### src/rtl/uart_ebi_master_pkg.sv
// uart_ebi_pkg: definitions shared by both ends of the UART-to-EBI register link.
//   - Frame header bytes and the CRC seed.
//   - Reply status codes returned on rsp_status.
//   - Master FSM state encoding.
//   - crc8(): CRC-8, polynomial 0x07, MSB-first, one byte per call.
//     The responder uses the same function.
package uart_ebi_pkg;

    localparam logic [7:0] HDR_RD   = 8'hAA;
    localparam logic [7:0] HDR_WR   = 8'hAB;
    localparam logic [7:0] HDR_RSP  = 8'hAC;
    localparam logic [7:0] CRC_INIT = 8'h14;

    typedef enum logic [1:0] {
        ST_OK      = 2'd0,
        ST_CRC_ERR = 2'd1,
        ST_NACK    = 2'd2,
        ST_TIMEOUT = 2'd3
    } status_e;

    typedef enum logic [3:0] {
        S_IDLE, S_TX_HDR, S_TX_AH, S_TX_AL, S_TX_DH, S_TX_DL, S_TX_CRC,
        S_RX_HDR, S_RX_DH, S_RX_DL, S_RX_CRC, S_DONE
    } state_e;

    function automatic logic [7:0] crc8(input logic [7:0] crc, input logic [7:0] data);
        logic [7:0] c;
        c = crc ^ data;
        for (int i = 0; i < 8; i++) begin
            c = c[7] ? ((c << 1) ^ 8'h07) : (c << 1);
        end
        return c;
    endfunction

endpackage

### src/rtl/uart_ebi_master_if.sv
// uart_ebi_master_if: local request/response bus of the UART-to-EBI master.
//   Request side:  req_valid, req_ready, req_write, req_addr[15:0], req_wdata[15:0].
//   Response side: rsp_valid (one-cycle pulse), rsp_rdata[15:0], rsp_status[1:0].
//   The host side uses the master modport; uart_ebi_master uses the slave modport.
interface uart_ebi_master_if;
    logic        req_valid;
    logic        req_ready;
    logic        req_write;
    logic [15:0] req_addr;
    logic [15:0] req_wdata;
    logic        rsp_valid;
    logic [15:0] rsp_rdata;
    logic [1:0]  rsp_status;

    modport master (
        output req_valid, req_write, req_addr, req_wdata,
        input  req_ready, rsp_valid, rsp_rdata, rsp_status
    );

    modport slave (
        input  req_valid, req_write, req_addr, req_wdata,
        output req_ready, rsp_valid, rsp_rdata, rsp_status
    );
endinterface

### src/rtl/uart_ebi_master_uart.sv
// uart: 8N1 UART core with AXI-stream style byte ports.
//   Bit period  = prescale * 8 clk cycles.
//   TX side:    s_axis_tdata / tvalid / tready, drives txd.
//   RX side:    m_axis_tdata / tvalid / tready, samples rxd.
//   Status:     tx_busy and rx_busy levels.
//               rx_overrun_error and rx_frame_error are one-cycle pulses.
//   A byte whose stop bit is low raises rx_frame_error and is not presented on m_axis.
module uart #(
    parameter int DATA_WIDTH = 8
) (
    input  logic                  clk,
    input  logic                  rst_n,
    input  logic [DATA_WIDTH-1:0] s_axis_tdata,
    input  logic                  s_axis_tvalid,
    output logic                  s_axis_tready,
    output logic [DATA_WIDTH-1:0] m_axis_tdata,
    output logic                  m_axis_tvalid,
    input  logic                  m_axis_tready,
    input  logic                  rxd,
    output logic                  txd,
    output logic                  tx_busy,
    output logic                  rx_busy,
    output logic                  rx_overrun_error,
    output logic                  rx_frame_error,
    input  logic [15:0]           prescale
);
    localparam int CNT_W = $clog2(DATA_WIDTH + 2);

    logic [18:0] bit_period, half_period;
    assign bit_period  = {prescale, 3'b000} - 19'd1;
    assign half_period = {1'b0, prescale, 2'b00} - 19'd1;

    logic [18:0]         tx_tmr_q;
    logic [DATA_WIDTH:0] tx_sh_q;
    logic [CNT_W-1:0]    tx_cnt_q;
    logic                tx_busy_q, txd_q;

    assign s_axis_tready = !tx_busy_q;
    assign tx_busy       = tx_busy_q;
    assign txd           = txd_q;

    // Start bit goes out on accept; tx_cnt_q counts the data+stop bits still to send.
    always_ff @(posedge clk or negedge rst_n) begin
        if (!rst_n) begin
            tx_tmr_q  <= '0;
            tx_sh_q   <= '0;
            tx_cnt_q  <= '0;
            tx_busy_q <= 1'b0;
            txd_q     <= 1'b1;
        end else if (!tx_busy_q) begin
            if (s_axis_tvalid) begin
                tx_busy_q <= 1'b1;
                txd_q     <= 1'b0;
                tx_sh_q   <= {1'b1, s_axis_tdata};
                tx_cnt_q  <= CNT_W'(DATA_WIDTH + 1);
                tx_tmr_q  <= bit_period;
            end
        end else if (tx_tmr_q != '0) begin
            tx_tmr_q <= tx_tmr_q - 19'd1;
        end else if (tx_cnt_q != '0) begin
            txd_q    <= tx_sh_q[0];
            tx_sh_q  <= tx_sh_q >> 1;
            tx_cnt_q <= tx_cnt_q - CNT_W'(1);
            tx_tmr_q <= bit_period;
        end else begin
            tx_busy_q <= 1'b0;
        end
    end

    logic [1:0]            rxd_sync_q;
    logic [18:0]           rx_tmr_q;
    logic [DATA_WIDTH-1:0] rx_sh_q, m_data_q;
    logic [CNT_W-1:0]      rx_cnt_q;
    logic                  rx_busy_q, m_valid_q, ovr_q, fe_q;

    assign m_axis_tdata     = m_data_q;
    assign m_axis_tvalid    = m_valid_q;
    assign rx_busy          = rx_busy_q;
    assign rx_overrun_error = ovr_q;
    assign rx_frame_error   = fe_q;

    // Half a bit after the falling edge the start bit is re-checked (glitch reject).
    // From then on every sample lands mid-bit.
    always_ff @(posedge clk or negedge rst_n) begin
        if (!rst_n) begin
            rxd_sync_q <= 2'b11;
            rx_tmr_q   <= '0;
            rx_sh_q    <= '0;
            rx_cnt_q   <= '0;
            rx_busy_q  <= 1'b0;
            m_data_q   <= '0;
            m_valid_q  <= 1'b0;
            ovr_q      <= 1'b0;
            fe_q       <= 1'b0;
        end else begin
            rxd_sync_q <= {rxd_sync_q[0], rxd};
            ovr_q      <= 1'b0;
            fe_q       <= 1'b0;
            if (m_valid_q && m_axis_tready) m_valid_q <= 1'b0;
            if (!rx_busy_q) begin
                if (!rxd_sync_q[1]) begin
                    rx_busy_q <= 1'b1;
                    rx_cnt_q  <= CNT_W'(DATA_WIDTH + 1);
                    rx_tmr_q  <= half_period;
                end
            end else if (rx_tmr_q != '0) begin
                rx_tmr_q <= rx_tmr_q - 19'd1;
            end else if (rx_cnt_q == CNT_W'(DATA_WIDTH + 1)) begin
                if (rxd_sync_q[1]) begin
                    rx_busy_q <= 1'b0;
                end else begin
                    rx_cnt_q <= rx_cnt_q - CNT_W'(1);
                    rx_tmr_q <= bit_period;
                end
            end else if (rx_cnt_q != '0) begin
                rx_sh_q  <= {rxd_sync_q[1], rx_sh_q[DATA_WIDTH-1:1]};
                rx_cnt_q <= rx_cnt_q - CNT_W'(1);
                rx_tmr_q <= bit_period;
            end else begin
                rx_busy_q <= 1'b0;
                if (rxd_sync_q[1]) begin
                    m_data_q  <= rx_sh_q;
                    m_valid_q <= 1'b1;
                    ovr_q     <= m_valid_q && !m_axis_tready;
                end else begin
                    fe_q <= 1'b1;
                end
            end
        end
    end
endmodule

### src/rtl/uart_ebi_master.sv
// uart_ebi_master: host-side initiator for the UART-to-EBI register link.
//   Turns 16-bit read/write requests on bus (slave modport) into CRC-8 command frames.
//   For reads, parses the AC reply and returns data plus a status code.
//   Ports:
//     clk, rst_n  clock and async active-low reset
//     prescale    Fclk / (baud * 8)
//     bus         request/response interface
//     txd, rxd    serial pair
//     flags       UART busy/error passthrough
//   Build option: define UART_EBI_MASTER_TIMEOUT_EN to make read replies time out.
//   A reply times out TIMEOUT_CYCLES clk cycles after the last CRC accept or received byte.
//   Without the option a lost reply waits until reset.
//
//   state    | meaning
//   ---------+--------------------------------------------------
//   IDLE     | req_ready = 1, waiting for a request
//   TX_HDR   | sending AA (read) / AB (write)
//   TX_AH/AL | sending address high / low byte
//   TX_DH/DL | sending write data high / low byte (writes only)
//   TX_CRC   | sending request CRC
//   RX_HDR   | dropping bytes until AC arrives
//   RX_DH/DL | capturing reply data high / low byte
//   RX_CRC   | checking reply CRC, setting status
//   DONE     | one-cycle rsp_valid, then back to IDLE
module uart_ebi_master
    import uart_ebi_pkg::*;
#(
    parameter int CLK_FREQ_HZ    = 100000000,
    parameter int TIMEOUT_CYCLES = 1000000
) (
    input  logic              clk,
    input  logic              rst_n,
    input  logic [15:0]       prescale,
    uart_ebi_master_if.slave  bus,
    output logic              txd,
    input  logic              rxd,
    output logic              tx_busy,
    output logic              rx_busy,
    output logic              rx_overrun_error,
    output logic              rx_frame_error
);
    if (CLK_FREQ_HZ < 1 || TIMEOUT_CYCLES < 2) begin : g_bad_param
        $error("uart_ebi_master: CLK_FREQ_HZ must be positive and TIMEOUT_CYCLES at least 2");
    end

    state_e      state_q, state_d;
    status_e     status_q, status_d;
    logic        write_q, write_d, rsp_valid_q, rsp_valid_d;
    logic [15:0] addr_q, addr_d, wdata_q, wdata_d, rx_data_q, rx_data_d, rdata_q, rdata_d;
    logic [7:0]  crc_q, crc_d;
    logic [7:0]  tx_data, rx_byte;
    logic        tx_valid, tx_ready, rx_valid, timeout;

    assign bus.req_ready  = (state_q == S_IDLE);
    assign bus.rsp_valid  = rsp_valid_q;
    assign bus.rsp_rdata  = rdata_q;
    assign bus.rsp_status = status_q;

    uart #(.DATA_WIDTH(8)) uart_inst (
        .clk              (clk),
        .rst_n            (rst_n),
        .s_axis_tdata     (tx_data),
        .s_axis_tvalid    (tx_valid),
        .s_axis_tready    (tx_ready),
        .m_axis_tdata     (rx_byte),
        .m_axis_tvalid    (rx_valid),
        .m_axis_tready    (1'b1),
        .rxd              (rxd),
        .txd              (txd),
        .tx_busy          (tx_busy),
        .rx_busy          (rx_busy),
        .rx_overrun_error (rx_overrun_error),
        .rx_frame_error   (rx_frame_error),
        .prescale         (prescale)
    );

`ifdef UART_EBI_MASTER_TIMEOUT_EN
    localparam int TMR_W = $clog2(TIMEOUT_CYCLES);
    // Loaded one short of the full count and checked against zero.
    // The DONE cycle itself is then the TIMEOUT_CYCLES-th cycle after the last event.
    localparam logic [TMR_W-1:0] TMR_LOAD = TMR_W'(TIMEOUT_CYCLES - 2);
    logic [TMR_W-1:0] tmr_q, tmr_d;
    logic             rx_state;

    assign rx_state = (state_q == S_RX_HDR) || (state_q == S_RX_DH) ||
                      (state_q == S_RX_DL)  || (state_q == S_RX_CRC);
    assign timeout  = rx_state && !rx_valid && (tmr_q == '0);

    always_comb begin
        tmr_d = tmr_q;
        if (state_q == S_TX_CRC) tmr_d = TMR_LOAD;
        else if (rx_state)       tmr_d = rx_valid ? TMR_LOAD : tmr_q - TMR_W'(1);
    end

    always_ff @(posedge clk or negedge rst_n) begin
        if (!rst_n) tmr_q <= TMR_LOAD;
        else        tmr_q <= tmr_d;
    end
`else
    assign timeout = 1'b0;
`endif

    always_comb begin
        state_d     = state_q;
        status_d    = status_q;
        write_d     = write_q;
        addr_d      = addr_q;
        wdata_d     = wdata_q;
        rx_data_d   = rx_data_q;
        rdata_d     = rdata_q;
        crc_d       = crc_q;
        rsp_valid_d = 1'b0;
        tx_valid    = 1'b0;
        tx_data     = 8'h00;
        case (state_q)
            S_IDLE: if (bus.req_valid) begin
                write_d = bus.req_write;
                addr_d  = bus.req_addr;
                wdata_d = bus.req_wdata;
                crc_d   = CRC_INIT;
                state_d = S_TX_HDR;
            end
            S_TX_HDR, S_TX_AH, S_TX_AL, S_TX_DH, S_TX_DL: begin
                tx_valid = 1'b1;
                case (state_q)
                    S_TX_HDR: tx_data = write_q ? HDR_WR : HDR_RD;
                    S_TX_AH:  tx_data = addr_q[15:8];
                    S_TX_AL:  tx_data = addr_q[7:0];
                    S_TX_DH:  tx_data = wdata_q[15:8];
                    default:  tx_data = wdata_q[7:0];
                endcase
                if (tx_ready) begin
                    crc_d = crc8(crc_q, tx_data);
                    case (state_q)
                        S_TX_HDR: state_d = S_TX_AH;
                        S_TX_AH:  state_d = S_TX_AL;
                        S_TX_AL:  state_d = write_q ? S_TX_DH : S_TX_CRC;
                        S_TX_DH:  state_d = S_TX_DL;
                        default:  state_d = S_TX_CRC;
                    endcase
                end
            end
            S_TX_CRC: begin
                tx_valid = 1'b1;
                tx_data  = crc_q;
                if (tx_ready) begin
                    crc_d = CRC_INIT;
                    if (write_q) begin
                        state_d     = S_DONE;
                        rsp_valid_d = 1'b1;
                        rdata_d     = 16'h0000;
                        status_d    = ST_OK;
                    end else begin
                        state_d = S_RX_HDR;
                    end
                end
            end
            S_RX_HDR: if (rx_valid && rx_byte == HDR_RSP) begin
                crc_d   = crc8(crc_q, rx_byte);
                state_d = S_RX_DH;
            end
            S_RX_DH: if (rx_valid) begin
                crc_d            = crc8(crc_q, rx_byte);
                rx_data_d[15:8]  = rx_byte;
                state_d          = S_RX_DL;
            end
            S_RX_DL: if (rx_valid) begin
                crc_d           = crc8(crc_q, rx_byte);
                rx_data_d[7:0]  = rx_byte;
                state_d         = S_RX_CRC;
            end
            S_RX_CRC: if (rx_valid) begin
                rdata_d     = rx_data_q;
                rsp_valid_d = 1'b1;
                state_d     = S_DONE;
                // A CRC with only bit 0 flipped is the responder's NACK signal.
                if (rx_byte == crc_q)                  status_d = ST_OK;
                else if (rx_byte == (crc_q ^ 8'h01))   status_d = ST_NACK;
                else                                   status_d = ST_CRC_ERR;
            end
            S_DONE:  state_d = S_IDLE;
            default: state_d = S_IDLE;
        endcase
        if (timeout) begin
            state_d     = S_DONE;
            rsp_valid_d = 1'b1;
            rdata_d     = 16'h0000;
            status_d    = ST_TIMEOUT;
        end
    end

    always_ff @(posedge clk or negedge rst_n) begin
        if (!rst_n) begin
            state_q     <= S_IDLE;
            status_q    <= ST_OK;
            write_q     <= 1'b0;
            addr_q      <= '0;
            wdata_q     <= '0;
            rx_data_q   <= '0;
            rdata_q     <= '0;
            crc_q       <= CRC_INIT;
            rsp_valid_q <= 1'b0;
        end else begin
            state_q     <= state_d;
            status_q    <= status_d;
            write_q     <= write_d;
            addr_q      <= addr_d;
            wdata_q     <= wdata_d;
            rx_data_q   <= rx_data_d;
            rdata_q     <= rdata_d;
            crc_q       <= crc_d;
            rsp_valid_q <= rsp_valid_d;
        end
    end
endmodule
### src/flat_wrapper.sv
// flat-port wrapper written by rule: the top's interface ports become plain ports
module uart_ebi_master_flat import uart_ebi_pkg::*;
#(
    parameter int CLK_FREQ_HZ    = 100000000,
    parameter int TIMEOUT_CYCLES = 1000000
)
  (clk, rst_n, prescale, txd, rxd, tx_busy, rx_busy, rx_overrun_error, rx_frame_error, bus_req_valid, bus_req_write, bus_req_addr, bus_req_wdata, bus_req_ready, bus_rsp_valid, bus_rsp_rdata, bus_rsp_status);
  uart_ebi_master_if bus_i ();
  input  logic clk;
  input  logic rst_n;
  input  logic [15:0] prescale;
  output logic txd;
  input  logic rxd;
  output logic tx_busy;
  output logic rx_busy;
  output logic rx_overrun_error;
  output logic rx_frame_error;
  input wire logic [$bits(bus_i.req_valid)-1:0] bus_req_valid;
  input wire logic [$bits(bus_i.req_write)-1:0] bus_req_write;
  input wire logic [$bits(bus_i.req_addr)-1:0] bus_req_addr;
  input wire logic [$bits(bus_i.req_wdata)-1:0] bus_req_wdata;
  output wire logic [$bits(bus_i.req_ready)-1:0] bus_req_ready;
  output wire logic [$bits(bus_i.rsp_valid)-1:0] bus_rsp_valid;
  output wire logic [$bits(bus_i.rsp_rdata)-1:0] bus_rsp_rdata;
  output wire logic [$bits(bus_i.rsp_status)-1:0] bus_rsp_status;
  assign bus_i.req_valid = bus_req_valid;
  assign bus_i.req_write = bus_req_write;
  assign bus_i.req_addr = bus_req_addr;
  assign bus_i.req_wdata = bus_req_wdata;
  assign bus_req_ready = bus_i.req_ready;
  assign bus_rsp_valid = bus_i.rsp_valid;
  assign bus_rsp_rdata = bus_i.rsp_rdata;
  assign bus_rsp_status = bus_i.rsp_status;
  uart_ebi_master #(.CLK_FREQ_HZ(CLK_FREQ_HZ), .TIMEOUT_CYCLES(TIMEOUT_CYCLES)) u_core (.clk(clk), .rst_n(rst_n), .prescale(prescale), .bus(bus_i), .txd(txd), .rxd(rxd), .tx_busy(tx_busy), .rx_busy(rx_busy), .rx_overrun_error(rx_overrun_error), .rx_frame_error(rx_frame_error));
endmodule
### config.mk
export PLATFORM = sky130hd
export DESIGN_NAME = uart_ebi_master_flat
export DESIGN_NICKNAME = d
export VERILOG_FILES = /design/src/rtl/uart_ebi_master_pkg.sv /design/src/rtl/uart_ebi_master_if.sv /design/src/rtl/uart_ebi_master_uart.sv /design/src/rtl/uart_ebi_master.sv /design/src/flat_wrapper.sv
export SDC_FILE = /design/constraint.sdc
export NUM_CORES = 1
export LEC_CHECK = 0
export CAP_MARGIN = 25
export CORE_AREA = 2 2 167 136
export CTS_CLUSTER_SIZE = 24
export DETAILED_ROUTE_END_ITERATION = 8
export DIE_AREA = 0 0 169 138
export GPL_TIMING_DRIVEN = 0
export SLEW_MARGIN = 20
export SYNTH_ARGS = -nofsm -noshare
export SYNTH_HDL_FRONTEND = slang
export SYNTH_SLANG_ARGS = --single-unit
### constraint.sdc
create_clock -name clk -period 2.88 [get_ports clk]
set_input_delay 0.576 -clock clk [delete_from_list [all_inputs] [get_ports clk]]
set_output_delay 0.576 -clock clk [all_outputs]
set_load 0.005 [all_outputs]
Word level (Yosys, flattened, before mapping)

Cells that the tools add are included.

Register bits after elaboration: 158
Input port bits: 53
Output and inout bits: 25
Word-level logic and storage cells: 204

$add $sub $neg: 6
Equality and inequality tests: 31
Mux-type cells: 98
Bitwise operators: 22
Reduce and logical (&&, ||, !) cells: 24

Operators with widths:

| cell                                                                 | number |
|---|---|
| 19-bit 2-to-1 mux                                                    | 10 |
| 4-bit 2-to-1 mux                                                     | 18 |
| 19-bit by 1-bit subtractor with 19-bit output, second input constant | 3 |
| 16-bit 2-to-1 mux                                                    | 3 |
| 3-bit 2-to-1 mux                                                     | 16 |
| 8-bit 2-to-1 mux                                                     | 6 |
| 3-bit inverter                                                       | 16 |
| 8-bit one-hot mux with 5 select lines                                | 1 |
| 19-bit nonzero test                                                  | 2 |
| 9-bit 2-to-1 mux                                                     | 4 |
| 16-bit one-hot mux with 2 select lines                               | 1 |
| 8-bit one-hot mux with 4 select lines                                | 1 |
| 4-bit one-hot mux with 7 select lines                                | 1 |
| 1-bit 2-to-1 mux                                                     | 27 |
| 18-bit by 1-bit subtractor with 19-bit output, second input constant | 1 |
| 4-bit by 3-bit == test with 1-bit output, second input constant      | 4 |
| 4-bit == test, second input constant                                 | 4 |
| 8-bit == test                                                        | 2 |
| 2-bit inequality test, second input constant                         | 8 |
| 4-bit one-hot mux with 4 select lines                                | 1 |
| 8-bit one-hot mux with 2 select lines                                | 1 |
| 8-bit XOR                                                            | 2 |
| 2-bit 2-to-1 mux                                                     | 6 |
| 4-bit AND reduction                                                  | 3 |
| 24 further kinds                                                     | 40 |

Depth between registers and ports, before layout

Word-level depth: 22
Gate-level depth with buffers: 11
Mapped depth without buffers: 11

Hierarchy

Synthesis repeated with hierarchy kept, for this count alone.

Cells, all modules: 850
Area total of the unflattened synthesis: 8772.2 µm²

By module, submodules not included:

| module          | instances | cells an instance | area each (µm²) |
|---|---|---|---|
| uart            | 1         | 493               | 4498.1 |
| uart_ebi_master | 1         | 357               | 4274.1 |

Worst setup path after synthesis

OpenSTA, ideal clock, no wires.

Path type: flip-flop to flip-flop
Start: register u_core.uart_inst.rx_tmr_q[11]
End: register u_core.uart_inst.rx_sh_q[0]
Library setup time: 125 ps
Arrival time: 2550 ps
Slack: 205 ps
Cell stages (with the launch flop): 7
Buffers on the path: 1
Clock period less this slack: 2675 ps
Cells stage by stage: dfrtp_1 > or4_4 > or4_4 > or3_1 > buf_6 > nor3_4 > mux2_2

Cells in the longest elaborated chain, start to end: 3

Ends and longest elaborated chain:

| item                                 | RTL line                    | RTL |
|---|---|---|
| from (decl)                          | uart_ebi_master_uart.sv:71  | `logic [18:0] rx_tmr_q;` |
| from (signal assigned)               | uart_ebi_master_uart.sv:104 | `rx_tmr_q <= half_period;` |
| from (signal assigned)               | uart_ebi_master_uart.sv:107 | `rx_tmr_q <= rx_tmr_q - 19'd1;` |
| from (signal assigned)               | uart_ebi_master_uart.sv:113 | `rx_tmr_q <= bit_period;` |
| 19-bit nonzero test                  | uart_ebi_master_uart.sv:106 | `end else if (rx_tmr_q != '0) begin` |
| 1-bit inverter (no source line)      | -                           |  |
| 4-bit AND reduction (no source line) | -                           |  |
| to (signal assigned)                 | uart_ebi_master_uart.sv:116 | `rx_sh_q <= {rxd_sync_q[1], rx_sh_q[DATA_WIDTH-1:1]};` |
| to (decl)                            | uart_ebi_master_uart.sv:72  | `logic [DATA_WIDTH-1:0] rx_sh_q, m_data_q;` |

No other way between the ends.
A chain may end at the register's enable or synchronous reset.

Worst setup path after layout

Start: register u_core.uart_inst.rx_tmr_q[11]
End: register u_core.uart_inst.m_data_q[0] (netlist: u_core.uart_inst.m_axis_tdata[0])

Cells in the longest elaborated chain, start to end: 3

Ends and longest elaborated chain:

| item                                 | RTL line                    | RTL |
|---|---|---|
| 19-bit nonzero test                  | uart_ebi_master_uart.sv:106 |  |
| 1-bit inverter (no source line)      | -                           |  |
| 5-bit AND reduction (no source line) | -                           |  |
| to (signal assigned)                 | uart_ebi_master_uart.sv:122 | `m_data_q <= rx_sh_q;` |
| to (decl)                            | uart_ebi_master_uart.sv:72  |  |

No other way between the ends.

==> out/qor.yml <==
clock_network:
  cts.sink_count: 158
  ctsHoldBuffers: 0
  clock_path_buffers: 2
  h-tree-depth: 4
  clk_pin_slew_ns: 0.08
  cts-root-buf: "clkbuf_16"
  clock_latency_ns: 0.44
  numCtsBuffers: 17
  cts_tree: "yes"
synthesis:
  synth_top_area_share_pct: 44.8
  synth_nets: 919
  yosysUniqueCellTypes: 74
  ys_warn_count: 0
  synthTopCellsByArea: "dfrtp_1 45%, mux2_2 9.0%, xnor2_1 5.0%"
  synth_top_area_cell: "dfrtp_1"
  synthCells: 856
  async_flop_share_pct: 100
  postSynthAreaPerCell_um2: 9.98
  netlist_area_um2: 8540
  ys_seq_elements: 158
  synth-main-ff-cell: "dfrtp_1"
  synth_edf_count: 0
  yosysSeqAreaShare_pct: 46.4
power_and_ir_drop:
  power.density_nw_per_um2: 494
  cellLeakagePower_nw: 4.53
  p_total_mw: 5.20
  ir_drop_mv: 0.403
routing:
  routed_wl_um: 21300
  drt_iter0_drc: 540
  ant_nets: 0
  detail_route.first_pass.iterations: 5
  drc: 0
  dr_total_vias: 6779
  wl_per_cell_um: 17.0
  vias_per_cell: 5.41
setup_path:
  timing.rr.end: "u_core.uart_inst.m_axis_tdata[0]$_DFFE_PN0P_"
  setup.worst_path.end: "u_core.uart_inst.m_axis_tdata[0]$_DFFE_PN0P_"
  crit-reg2reg-launch: "u_core.uart_inst.rx_tmr_q[11]$_DFFE_PN0P_"
  crit_fanout: 9
  cp.required_ns: 3.20
  critPathLaunch: "u_core.uart_inst.rx_tmr_q[11]$_DFFE_PN0P_"
  r2r_cells: 5
  timing.reg2reg.setup_slack_ns: 0.09
  cp-start-kind: "register"
  end_kind: "register"
  crit_type: "register to register"
  crit_arrival_ns: 3.11
timing:
  hold_ws_ns: 0.139
  layout_worst_path_cycle_share_pct: 97.0
  period_minus_slack_ns: 2.79
  worst_pin_slew_ns: 0.685
  relSlewSlack_pct: 54.1
  rsz0062_at_grt: "false"
  fmax_ghz: 0.358
  hold_viol_final: 0
  report.final.slew_viol_count: 0
  setup-tns-final_ns: 0
  clock_skew_ns: 0.0152
  setup_violations: 0
hold_path:
  worstHoldPathType: "input pin to asynchronous set/reset pin"
finish:
  area_growth_pct: 23.1
  finalNonFillerCells: 1252
  n_antenna_cell: 0
  fill_cells: 2019
  final_util_pct: 47.9
  final_cell_mix: "152 x dfrtp_1, 84 x nor2_1, 75 x clkdlybuf4s50_1, 68 x mux2_2, 62 x nand2_1"
  final_nets: 1022
  drive_above_1_share_pct: 18.3
  final_common_cell: "dfrtp_1"
floorplanning:
  core-area_um2: 21900
  dieArea_um2: 23300
  die_h_um: 138
  num_rows: 49
  top_level_ports: 78
  dieWidth_um: 169
  start_util_pct: 38.9
outcome:
  status: "completed"
placement:
  io_buffers: 76
  dp_hpwl_um: 15000
  dp_cells: 1214
  gp_congestion: 0.844
global_routing:
  antenna_found_initial: 0
  globalRouteTotalUtil_pct: 18.8
  grt_pass1_vias: 6508
  grt_max_degree: 88
  grt_pass1_wl_um: 35200
  grt_overflow: 0
run:
  max-cap-violations: 0
critical path, cell delays in order (launching register included):
cell and delay [ns]:
dfrtp_2 0.44, or4_4 0.56, or4_4 0.47, nor3_1 0.29
nand4_1 0.47, mux2_2 0.44
through the flow:
stage | cell area (um^2) | setup WS (ns)
global placement | 9650 | -5.50
finish | 10500 | 0.0873
floorplan | 8540 | 0.205
detailed placement | 9690 | -0.343
global route | 10500 | 0.000163
CTS | 10400 | 0.0234
layer usage:
metal,vias up,part of all wire (%),global-route usage (%)
met5,-,0,0
li1,3270,-,-
met3,18,5.1,3.38
met2,174,43,26.8
met1,3317,51,29.4
met4,0,1.0,4.68
final cells by class:
class                   instances  area, um^2  area share, %
plain buffers                  43         258           2.45
clock buffers                  17         425           4.05
clock inverters                15         193           1.83
inverters                      33         128           1.21
multi-input cells             621        4330           41.2
flip-flops and latches        158        3960           37.7
well taps                     280         350           3.33
repair buffers                 85         868           8.26
worst min path at each step:
stage	slack (ns)	endpoint	depth (start not counted)
final	0.14	u_core.bus.rsp_rdata[9]$_DFFE_PN0P_	1
after global routing	0.18	u_core.bus.rsp_rdata[9]$_DFFE_PN0P_	1
after CTS	0.17	u_core.bus.rsp_rdata[9]$_DFFE_PN0P_	1
after detailed placement	0.35	u_core.uart_inst.rxd_sync_q[1]$_DFF_PN1_	0
after global placement	0.35	u_core.uart_inst.rxd_sync_q[1]$_DFF_PN1_	0
after floorplan	0.28	u_core.addr_q[0]$_DFFE_PN0P_	0
logic make-up after synthesis:
family          count (synthesis)  share of synthesized area [%]
compound gates                214                           16.5
xor+xnor                       70                           7.18
fa+ha+maj                      10                           1.46
buf+inv                        77                           4.13
flops                         158                           46.4
mux                            74                           9.67
other cells                     1                         0.0439
simple gates                  252                           14.7
repair_timing:
item,4_1_cts,5_1_grt
gates resized for setup,14,54
gates cloned,0,1
pin swaps,2,2
setup endpoints to repair,59,83
setup buffers,2,4
state kept, by name, indices dropped and copies added, names as in the netlist, 9 cells and up:
signal	flops
u_core.wdata_q	16
u_core.addr_q	16
u_core.bus.rsp_rdata	16
u_core.rx_data_q	16
u_core.uart_inst.tx_sh_q	9
u_core.uart_inst.rx_tmr_q	19
u_core.uart_inst.tx_tmr_q	19
synthesized netlist by cell type, types with 7 or more instances:
library cell	instances
a22o_1	23
clkbuf_1	27
nand3b_1	7
nor2_1	86
o22ai_1	12
xor2_1	21
inv_1	33
ha_1	10
nand2_1	63
nor3b_1	7
dfrtp_1	153
a22oi_1	10
nand3_1	11
a21oi_1	55
o31ai_1	7
nor4_1	8
nor3_1	23
o21ai_0	53
mux2_2	68
xnor2_1	49
report_power, final:
part	internal [mW]	switching, mW	total (mW)
clock network	1.25	1.09	2.34
logic	0.212	0.203	0.415
registers	2.32	0.126	2.44
total	3.78	1.42	5.20
(Power assumes the default switching activity.)
